### src/rtl/streamer_pkg.sv
// ---------------------------------------------------------------------------
// streamer_pkg
// Shared definitions for the BRAM readback streamer:
//   state_e     - controller states (IDLE, HDR, READ, DRAIN)
//   HDR_WORD_W  - width of one header word before zero extension
//   SKID_DEPTH  - number of entries in the output skid buffer
// ---------------------------------------------------------------------------
package streamer_pkg;

  typedef enum logic [1:0] {
    IDLE,
    HDR,
    READ,
    DRAIN
  } state_e;

  localparam int HDR_WORD_W = 16;
  localparam int SKID_DEPTH = 2;

endpackage

### src/rtl/axis_skid_buffer.sv
// ---------------------------------------------------------------------------
// axis_skid_buffer
// Two-entry output buffer for an AXI-Stream master. The producer never sees a
// ready signal; it tracks free space through count_o and only pushes when an
// entry is guaranteed to be available. Payload is tdata plus tlast.
// Ports:
//   aclk, aresetn            - clock, asynchronous active-low reset
//   push_i, pushData_i,
//   pushLast_i               - write one beat into the buffer
//   tdata_o, tvalid_o,
//   tready_i, tlast_o        - AXI-Stream master side
//   count_o                  - number of occupied entries (0..2)
// ---------------------------------------------------------------------------
module axis_skid_buffer
  import streamer_pkg::*;
#(
  parameter int DATA_WIDTH = 20
) (
  input  logic                  aclk,
  input  logic                  aresetn,
  input  logic                  push_i,
  input  logic [DATA_WIDTH-1:0] pushData_i,
  input  logic                  pushLast_i,
  output logic [DATA_WIDTH-1:0] tdata_o,
  output logic                  tvalid_o,
  input  logic                  tready_i,
  output logic                  tlast_o,
  output logic [1:0]            count_o
);

  logic [DATA_WIDTH:0] entry_q [SKID_DEPTH];
  logic                wrPtr_q;
  logic                rdPtr_q;
  logic [1:0]          count_q;
  logic [1:0]          count_d;
  logic                pop;

  // A beat leaves whenever the head entry is presented and the sink accepts
  // it; occupancy moves by the difference of push and pop in the same cycle.
  always_comb begin
    pop     = (count_q != 2'd0) && tready_i;
    count_d = count_q + {1'b0, push_i} - {1'b0, pop};
  end

  // Ring of two entries. Contents only change on a push into the slot the
  // write pointer names, so the head entry stays frozen while the sink stalls.
  always_ff @(posedge aclk or negedge aresetn) begin
    if (!aresetn) begin
      for (int i = 0; i < SKID_DEPTH; i++) begin
        entry_q[i] <= '0;
      end
      wrPtr_q <= 1'b0;
      rdPtr_q <= 1'b0;
      count_q <= 2'd0;
    end else begin
      if (push_i) begin
        entry_q[wrPtr_q] <= {pushLast_i, pushData_i};
        wrPtr_q          <= ~wrPtr_q;
      end
      if (pop) begin
        rdPtr_q <= ~rdPtr_q;
      end
      count_q <= count_d;
    end
  end

  // Outputs are forced to zero while empty so an idle bus shows no stale beat.
  always_comb begin
    tvalid_o = (count_q != 2'd0);
    tdata_o  = tvalid_o ? entry_q[rdPtr_q][DATA_WIDTH-1:0] : '0;
    tlast_o  = tvalid_o ? entry_q[rdPtr_q][DATA_WIDTH] : 1'b0;
    count_o  = count_q;
  end

endmodule

### src/rtl/axis_readback_streamer.sv
// ---------------------------------------------------------------------------
// axis_readback_streamer
// Streams a header followed by the contents of a range of BRAM banks over
// AXI-Stream. Header words and BRAM reads travel through one common pipeline
// so ordering is preserved and there is no gap between header and data.
// Optional feature (macro STREAMER_RELU_EN): data beats with the sign bit set
// are replaced by zero in an extra registered stage; header beats never are.
// Ports:
//   aclk, aresetn                     - clock, asynchronous active-low reset
//   start, notify_only                - job request, header-only flag
//   bank_start, bank_end              - inclusive bank range
//   addr_start, addr_count            - per-bank start address and length
//   header_flat                       - header words, word 0 in bits [15:0]
//   bram_rd_addr, bram_rd_en          - shared BRAM read port (1-cycle latency)
//   bram_rd_data_flat                 - read data, bank k in slice k
//   m_axis_tdata/tvalid/tready/tlast  - AXI-Stream master
//   busy, done                        - job active, one-cycle completion pulse
// ---------------------------------------------------------------------------
module axis_readback_streamer
  import streamer_pkg::*;
#(
  parameter int DATA_WIDTH = 20,
  parameter int NUM_BANKS  = 16,
  parameter int ADDR_WIDTH = 9,
  parameter int HDR_WORDS  = 6
) (
  input  logic                            aclk,
  input  logic                            aresetn,
  input  logic                            start,
  input  logic                            notify_only,
  input  logic [$clog2(NUM_BANKS)-1:0]    bank_start,
  input  logic [$clog2(NUM_BANKS)-1:0]    bank_end,
  input  logic [ADDR_WIDTH-1:0]           addr_start,
  input  logic [ADDR_WIDTH:0]             addr_count,
  input  logic [HDR_WORDS*HDR_WORD_W-1:0] header_flat,
  output logic [ADDR_WIDTH-1:0]           bram_rd_addr,
  output logic                            bram_rd_en,
  input  logic [NUM_BANKS*DATA_WIDTH-1:0] bram_rd_data_flat,
  output logic [DATA_WIDTH-1:0]           m_axis_tdata,
  output logic                            m_axis_tvalid,
  input  logic                            m_axis_tready,
  output logic                            m_axis_tlast,
  output logic                            busy,
  output logic                            done
);

  localparam int BANK_W = $clog2(NUM_BANKS);
  localparam int HIDX_W = $clog2(HDR_WORDS + 1);
  localparam logic [HIDX_W-1:0] HDR_LAST = HIDX_W'(HDR_WORDS - 1);
  localparam logic [HIDX_W-1:0] HDR_END  = HIDX_W'(HDR_WORDS);
`ifdef STREAMER_RELU_EN
  localparam int CREDITS = SKID_DEPTH + 1;
`else
  localparam int CREDITS = SKID_DEPTH;
`endif

  state_e                          state_q;
  logic                            hdrOnly_q;
  logic [BANK_W-1:0]               bankEnd_q;
  logic [BANK_W-1:0]               bank_q;
  logic [ADDR_WIDTH-1:0]           addrStart_q;
  logic [ADDR_WIDTH-1:0]           addr_q;
  logic [ADDR_WIDTH:0]             addrCount_q;
  logic [ADDR_WIDTH:0]             remaining_q;
  logic [HDR_WORDS*HDR_WORD_W-1:0] header_q;
  logic [HIDX_W-1:0]               hdrIdx_q;
  logic                            busy_q;
  logic                            done_q;

  logic                            s1Valid_q;
  logic                            s1IsHdr_q;
  logic                            s1Last_q;
  logic [HDR_WORD_W-1:0]           s1Hdr_q;
  logic [BANK_W-1:0]               s1Bank_q;
  logic [DATA_WIDTH-1:0]           s1Data;

  logic                            pushValid;
  logic [DATA_WIDTH-1:0]           pushData;
  logic                            pushLast;
  logic [1:0]                      skidCount;
  logic [2:0]                      used;
  logic                            pop;
  logic                            finalBeat;
  logic                            canIssue;
  logic                            hdrIssue;
  logic                            rdIssue;
  logic                            lastHdr;
  logic                            lastRead;
  logic [HDR_WORD_W-1:0]           hdrWord;

`ifdef STREAMER_RELU_EN
  logic                            r2Valid_q;
  logic                            r2Last_q;
  logic [DATA_WIDTH-1:0]           r2Data_q;
  logic                            skidRoom;

  // The clamp stage is elastic: it holds its beat while the skid buffer is
  // full, which makes it a third storage slot and keeps full throughput.
  always_comb begin
    skidRoom  = (skidCount != 2'(SKID_DEPTH)) || pop;
    pushValid = r2Valid_q && skidRoom;
    pushData  = r2Data_q;
    pushLast  = r2Last_q;
    used      = {1'b0, skidCount} + {2'b00, s1Valid_q} + {2'b00, r2Valid_q};
  end

  // Negative data words become zero; header words pass through untouched.
  always_ff @(posedge aclk or negedge aresetn) begin
    if (!aresetn) begin
      r2Valid_q <= 1'b0;
      r2Last_q  <= 1'b0;
      r2Data_q  <= '0;
    end else if (!r2Valid_q || skidRoom) begin
      r2Valid_q <= s1Valid_q;
      r2Last_q  <= s1Last_q;
      r2Data_q  <= (!s1IsHdr_q && s1Data[DATA_WIDTH-1]) ? '0 : s1Data;
    end
  end
`else
  // Without the clamp stage the returning word goes straight into the buffer.
  always_comb begin
    pushValid = s1Valid_q;
    pushData  = s1Data;
    pushLast  = s1Last_q;
    used      = {1'b0, skidCount} + {2'b00, s1Valid_q};
  end
`endif

  // Credit check: a new word may only be launched when every word already in
  // the pipeline plus this one fits in the buffering, counting the beat the
  // sink takes this cycle. This is what makes dropping a word impossible.
  always_comb begin
    pop       = m_axis_tvalid && m_axis_tready;
    finalBeat = pop && m_axis_tlast;
    canIssue  = used < (3'(CREDITS) + {2'b00, pop});
    hdrIssue  = (state_q == HDR) && (hdrIdx_q != HDR_END) && canIssue;
    rdIssue   = (state_q == READ) && canIssue;
    lastHdr   = (hdrIdx_q == HDR_LAST);
    lastRead  = (bank_q == bankEnd_q) && (remaining_q == (ADDR_WIDTH+1)'(1));
    hdrWord   = header_q[int'(hdrIdx_q)*HDR_WORD_W +: HDR_WORD_W];
    s1Data    = s1IsHdr_q ? DATA_WIDTH'(s1Hdr_q)
                          : bram_rd_data_flat[int'(s1Bank_q)*DATA_WIDTH +: DATA_WIDTH];
  end

  // Controller. Job parameters are captured on an accepted start. The header
  // phase ends in IDLE for header-only jobs once the tlast beat is taken;
  // otherwise reads walk the bank range and DRAIN waits for the final beat.
  always_ff @(posedge aclk or negedge aresetn) begin
    if (!aresetn) begin
      state_q     <= IDLE;
      hdrOnly_q   <= 1'b0;
      bankEnd_q   <= '0;
      bank_q      <= '0;
      addrStart_q <= '0;
      addr_q      <= '0;
      addrCount_q <= '0;
      remaining_q <= '0;
      header_q    <= '0;
      hdrIdx_q    <= '0;
      busy_q      <= 1'b0;
      done_q      <= 1'b0;
    end else begin
      done_q <= finalBeat;
      case (state_q)
        IDLE: begin
          if (start) begin
            hdrOnly_q   <= notify_only || (addr_count == '0) || (bank_end < bank_start);
            bankEnd_q   <= bank_end;
            bank_q      <= bank_start;
            addrStart_q <= addr_start;
            addr_q      <= addr_start;
            addrCount_q <= addr_count;
            remaining_q <= addr_count;
            header_q    <= header_flat;
            hdrIdx_q    <= '0;
            busy_q      <= 1'b1;
            state_q     <= HDR;
          end
        end
        HDR: begin
          if (hdrIssue) begin
            hdrIdx_q <= hdrIdx_q + 1'b1;
            if (lastHdr && !hdrOnly_q) begin
              state_q <= READ;
            end
          end
          if (finalBeat) begin
            busy_q  <= 1'b0;
            state_q <= IDLE;
          end
        end
        READ: begin
          if (rdIssue) begin
            if (remaining_q == (ADDR_WIDTH+1)'(1)) begin
              bank_q      <= bank_q + 1'b1;
              addr_q      <= addrStart_q;
              remaining_q <= addrCount_q;
            end else begin
              addr_q      <= addr_q + 1'b1;
              remaining_q <= remaining_q - 1'b1;
            end
            if (lastRead) begin
              state_q <= DRAIN;
            end
          end
        end
        DRAIN: begin
          if (finalBeat) begin
            busy_q  <= 1'b0;
            state_q <= IDLE;
          end
        end
        default: state_q <= IDLE;
      endcase
    end
  end

  // First pipeline stage: marks the cycle in which the BRAM answer (or the
  // header word launched alongside it) is available, and which bank to pick.
  always_ff @(posedge aclk or negedge aresetn) begin
    if (!aresetn) begin
      s1Valid_q <= 1'b0;
      s1IsHdr_q <= 1'b0;
      s1Last_q  <= 1'b0;
      s1Hdr_q   <= '0;
      s1Bank_q  <= '0;
    end else begin
      s1Valid_q <= hdrIssue || rdIssue;
      s1IsHdr_q <= hdrIssue;
      s1Last_q  <= (hdrIssue && lastHdr && hdrOnly_q) || (rdIssue && lastRead);
      s1Bank_q  <= bank_q;
      if (hdrIssue) begin
        s1Hdr_q <= hdrWord;
      end
    end
  end

  axis_skid_buffer #(
    .DATA_WIDTH (DATA_WIDTH)
  ) uSkid (
    .aclk       (aclk),
    .aresetn    (aresetn),
    .push_i     (pushValid),
    .pushData_i (pushData),
    .pushLast_i (pushLast),
    .tdata_o    (m_axis_tdata),
    .tvalid_o   (m_axis_tvalid),
    .tready_i   (m_axis_tready),
    .tlast_o    (m_axis_tlast),
    .count_o    (skidCount)
  );

  // The read strobe is a credit-gated decode so a read can follow a pop in the
  // same cycle; address and status flags come straight from registers.
  always_comb begin
    bram_rd_en   = rdIssue;
    bram_rd_addr = addr_q;
    busy         = busy_q;
    done         = done_q;
  end

endmodule

### config.mk
export PLATFORM = sky130hd
export DESIGN_NAME = axis_readback_streamer
export DESIGN_NICKNAME = d
export VERILOG_FILES = /design/src/rtl/streamer_pkg.sv /design/src/rtl/axis_skid_buffer.sv /design/src/rtl/axis_readback_streamer.sv
export SDC_FILE = /design/constraint.sdc
export NUM_CORES = 1
export LEC_CHECK = 0
export ABC_AREA = 1
export CAP_MARGIN = 25
export CORE_AREA = 5 5 183 185
export DETAILED_ROUTE_END_ITERATION = 7
export DIE_AREA = 0 0 188 190
export GPL_TIMING_DRIVEN = 0
export PLACE_DENSITY = 0.82
export SETUP_SLACK_MARGIN = 0.05
export SLEW_MARGIN = 10
export SYNTH_ARGS = -nofsm -noshare
export SYNTH_HDL_FRONTEND = slang
export SYNTH_SLANG_ARGS = --single-unit
### constraint.sdc
create_clock -name aclk -period 3.13 [get_ports aclk]
set_input_delay 0.626 -clock aclk [delete_from_list [all_inputs] [get_ports aclk]]
set_output_delay 0.626 -clock aclk [all_outputs]
set_load 0.005 [all_outputs]
==> flow_metrics.env <==
export IMPL_maxCapViolCount=0
export IMPL_dr_wl_met3_mm=5.45
export IMPL_cp_max_fo=10
export IMPL_nets=2969
export IMPL_area_delta_synth_final_pct=45.7
export IMPL_crit_chain="clkbuf_1 -> o21ai_0 -> a21oi_1 -> clkdlybuf4s50_1"
export IMPL_syn_area_sq_um=13500
export IMPL_drt_pass1_iterations=6
export IMPL_startpoint_type="flip-flop"
export IMPL_h_tree_depth=1
export IMPL_peakVddDrop_uv=576
export IMPL_post_cts_buffers=0
export IMPL_initial_core_util=0.425
export IMPL_finalHoldViolations=0
export IMPL_synthCells=1998
export IMPL_detailedRoute_firstIterationViolations=1250
export IMPL_critical_path_class="flip-flop to output pin"
export IMPL_rsz0062_at_grt="false"
export IMPL_cp_slowest_cell="clkdlybuf4s50_1"
export IMPL_grt_pass1_wl_mm=94.6
export IMPL_synthTopCellsByArea="dfrtp_1 (40%), nand2_1 (22%), nand3_1 (8.9%)"
export IMPL_yosysWarnings=0
export IMPL_yosysTopAreaCellShare=0.405
export IMPL_power_leakage_nw=9.26
export IMPL_drc=0
export IMPL_io_pins=482
export IMPL_seq_area_frac_synth=0.405
export IMPL_finalCoreUtilization=0.619
export IMPL_ys_ff_latch=219
export IMPL_clk_path_buf_depth=3
export IMPL_pwr_share_seq=0.272
export IMPL_fin_ws_ns=0.122
export IMPL_clock_skew_ns=0.0224
export IMPL_tightestPinTransition_ns=0.780
export IMPL_vias=16100
export IMPL_combPwrFrac=0.580
export IMPL_internal_power_w=0.00980
export IMPL_insertion_delay_ns=0.53
export IMPL_grt_pass1_vias=16300
export IMPL_port_buffers=481
export IMPL_synth_top_cell_by_area="dfrtp_1"
export IMPL_period_minus_slack_ns=3.01
export IMPL_grt_max_degree=111
export IMPL_slew_violations=0
export IMPL_crit_required_ns=2.50
export IMPL_outcome="complete, no violations"
export IMPL_rows=66
export IMPL_max_slew_margin=0.480
export IMPL_grt_usage=0.339
export IMPL_place_hpwl_mm=50.0
export IMPL_die_area_sq_um=35700
export IMPL_gp_congestion=0.973
export IMPL_most_common_layout_cells="nand2_1 (787), clkdlybuf4s50_1 (479), nand3_1 (242)"
export IMPL_power_w=0.0187
export IMPL_cp_slowest_stage_delay_ns=0.57
export IMPL_cts_tree="done"
export IMPL_clk_pin_slew_ns=0.06
export IMPL_cp_end_kind="output pin"
export IMPL_route_met2_wl_mm=31.1
export IMPL_place_ws_ns=0.191
export IMPL_fmax_mhz=332
export IMPL_cts_inserted_buffers=23
export IMPL_power_density_nw_per_um2=947
export IMPL_whs_ns=0.476
export IMPL_cp_top_family="buffers and inverters"
export IMPL_drt_vias_per_instance=5.48
export IMPL_antenna_found_initial=11
export IMPL_die_y_um=190
export IMPL_topRoutingLayerUsed="met5"
export IMPL_cts_sinks=219
export IMPL_drt_wl_total_mm=62.9
export IMPL_p_clk_frac=0.148
export IMPL_met1_length_mm=23.8
export IMPL_core_sq_um=31900
export IMPL_min_path_type="flip-flop to flip-flop"
export IMPL_synthDistinctLibCells=36
export IMPL_netSwitchingPower_w=0.00888
export IMPL_layout_commonest_cell="nand2_1"
export IMPL_path_buf_inv=2
export IMPL_die_width_um=188
export IMPL_syn_num_nets=2460
export IMPL_wl_per_cell_um=21.4
export IMPL_p_sw_frac=0.476
export IMPL_root_buffer="clkbuf_16"
export IMPL_grt_ovfl_total=0
export IMPL_fin_crit_sh=0.961
export IMPL_arrival_ns=2.38
export IMPL_synth_avg_cell_area_sq_um=6.78
export IMPL_final_antenna_net_count=0
export IMPL_drive_gt1_frac=0.0590
export IMPL_setup_violations=0
-- final timing paths --
kind | from | endpoint | slack [ns] | depth (start not counted)
worst min-delay path | header_q[21] | header_q[21] | 0.48 | 2
worst max-delay path | uSkid.rdPtr_q | m_axis_tdata[2] | 0.12 | 4
max in group asynchronous | aresetn | uSkid.count_o[0] | 1.43 | 4
worst max register to register | s1Bank_q[1] | uSkid.entry_q[33] | 0.79 | 9
min in group asynchronous | aresetn | bram_rd_addr[2] | 0.52 | 2
worst min register to register | header_q[21] | header_q[21] | 0.48 | 2
-- area by class of cell --
cell class / count / area [sq um]
antenna: 11 / 27.5
fill: 2950 / 12100
clock buffer: 27 / 611
clock inverter: 15 / 153
tap: 408 / 510
inverter: 92 / 348
multi-input combinational: 1551 / 6950
sequential: 219 / 5480
timing repair buffer: 484 / 4880
buffer: 136 / 769
-- per-stage QoR --
stage / instance area (sq um) / instances / TNS, ns
global placement: 18900 / 2887 / -1626.81
global route: 19700 / 2942 / 0
floorplan: 13500 / 1998 / 0
CTS: 19700 / 2932 / 0
finish: 19700 / 2943 / 0
detailed placement: 18900 / 2889 / 0
-- power by group through the flow --
stage	combinational, W	sequential (W)	clock, W
finish	0.0108	0.00509	0.00276
floorplan	0.00663	0.00478	0
global placement	0.0104	0.00504	0
global route	0.0119	0.00521	0.00292
CTS	0.0107	0.00505	0.00279
detailed placement	0.0106	0.00507	0
-- worst min-delay path: cells and delay by family (launching register included) --
kind	cells	cell delay (ns)
DFF	1	0.34
and+or+nand+nor	2	0.10
-- state kept, by name, summed over array words and instances (netlist names), 2 cells and up, named ones only --
signal,flops
header_q,96
uSkid.entry_q,42
s1Hdr_q,16
addrCount_q,10
remaining_q,10
addrStart_q,9
bram_rd_addr,9
bankEnd_q,4
bank_q,4
s1Bank_q,4
hdrIdx_q,3
uSkid.count_o,2
-- metal layers --
layer / GRT usage / up-vias
li1: - / 7520
met1: 0.414 / 7624
met2: 0.595 / 863
met3: 0.0659 / 125
met4: 0.126 / 2
met5: 0 / -
-- what timing repair did --
item / in CTS / in global routing
resized for setup: 1 / 4
endpoints found under the setup margin: 1 / 17
hold buffers: 1 / 0
cloned: 0 / 0
hold endpoints to repair: 17 / 0
-- cells by family after synthesis --
kind of cell    synth area share
fa+ha+maj                 0.0129
compound gates             0.142
xor+xnor                 0.00905
simple gates               0.349
buf+inv                   0.0823
flops                      0.405
-- synthesized netlist by cell type --
master / number
a31oi_1: 4
xor2_1: 9
buf_1: 10
nand4_1: 2
o22ai_1: 10
o21a_1: 15
buf_6: 12
nor2_2: 2
inv_4: 1
o21ai_2: 1
xnor2_1: 5
buf_2: 45
a21oi_1: 65
nor3_1: 3
inv_2: 9
nand2_1: 787
o21ai_0: 162
or2_2: 1
ha_1: 14
buf_4: 25
a21oi_2: 2
a21boi_0: 2
nand3b_1: 1
nor2_4: 2
buf_12: 1
nor4_1: 1
clkbuf_1: 43
nor2_1: 122
o211ai_1: 25
nand2_2: 2
inv_1: 82
dfrtp_1: 219
o221ai_1: 1
nand2_4: 1
o21ai_1: 70
nand3_1: 242
(Power assumes the default switching activity.)
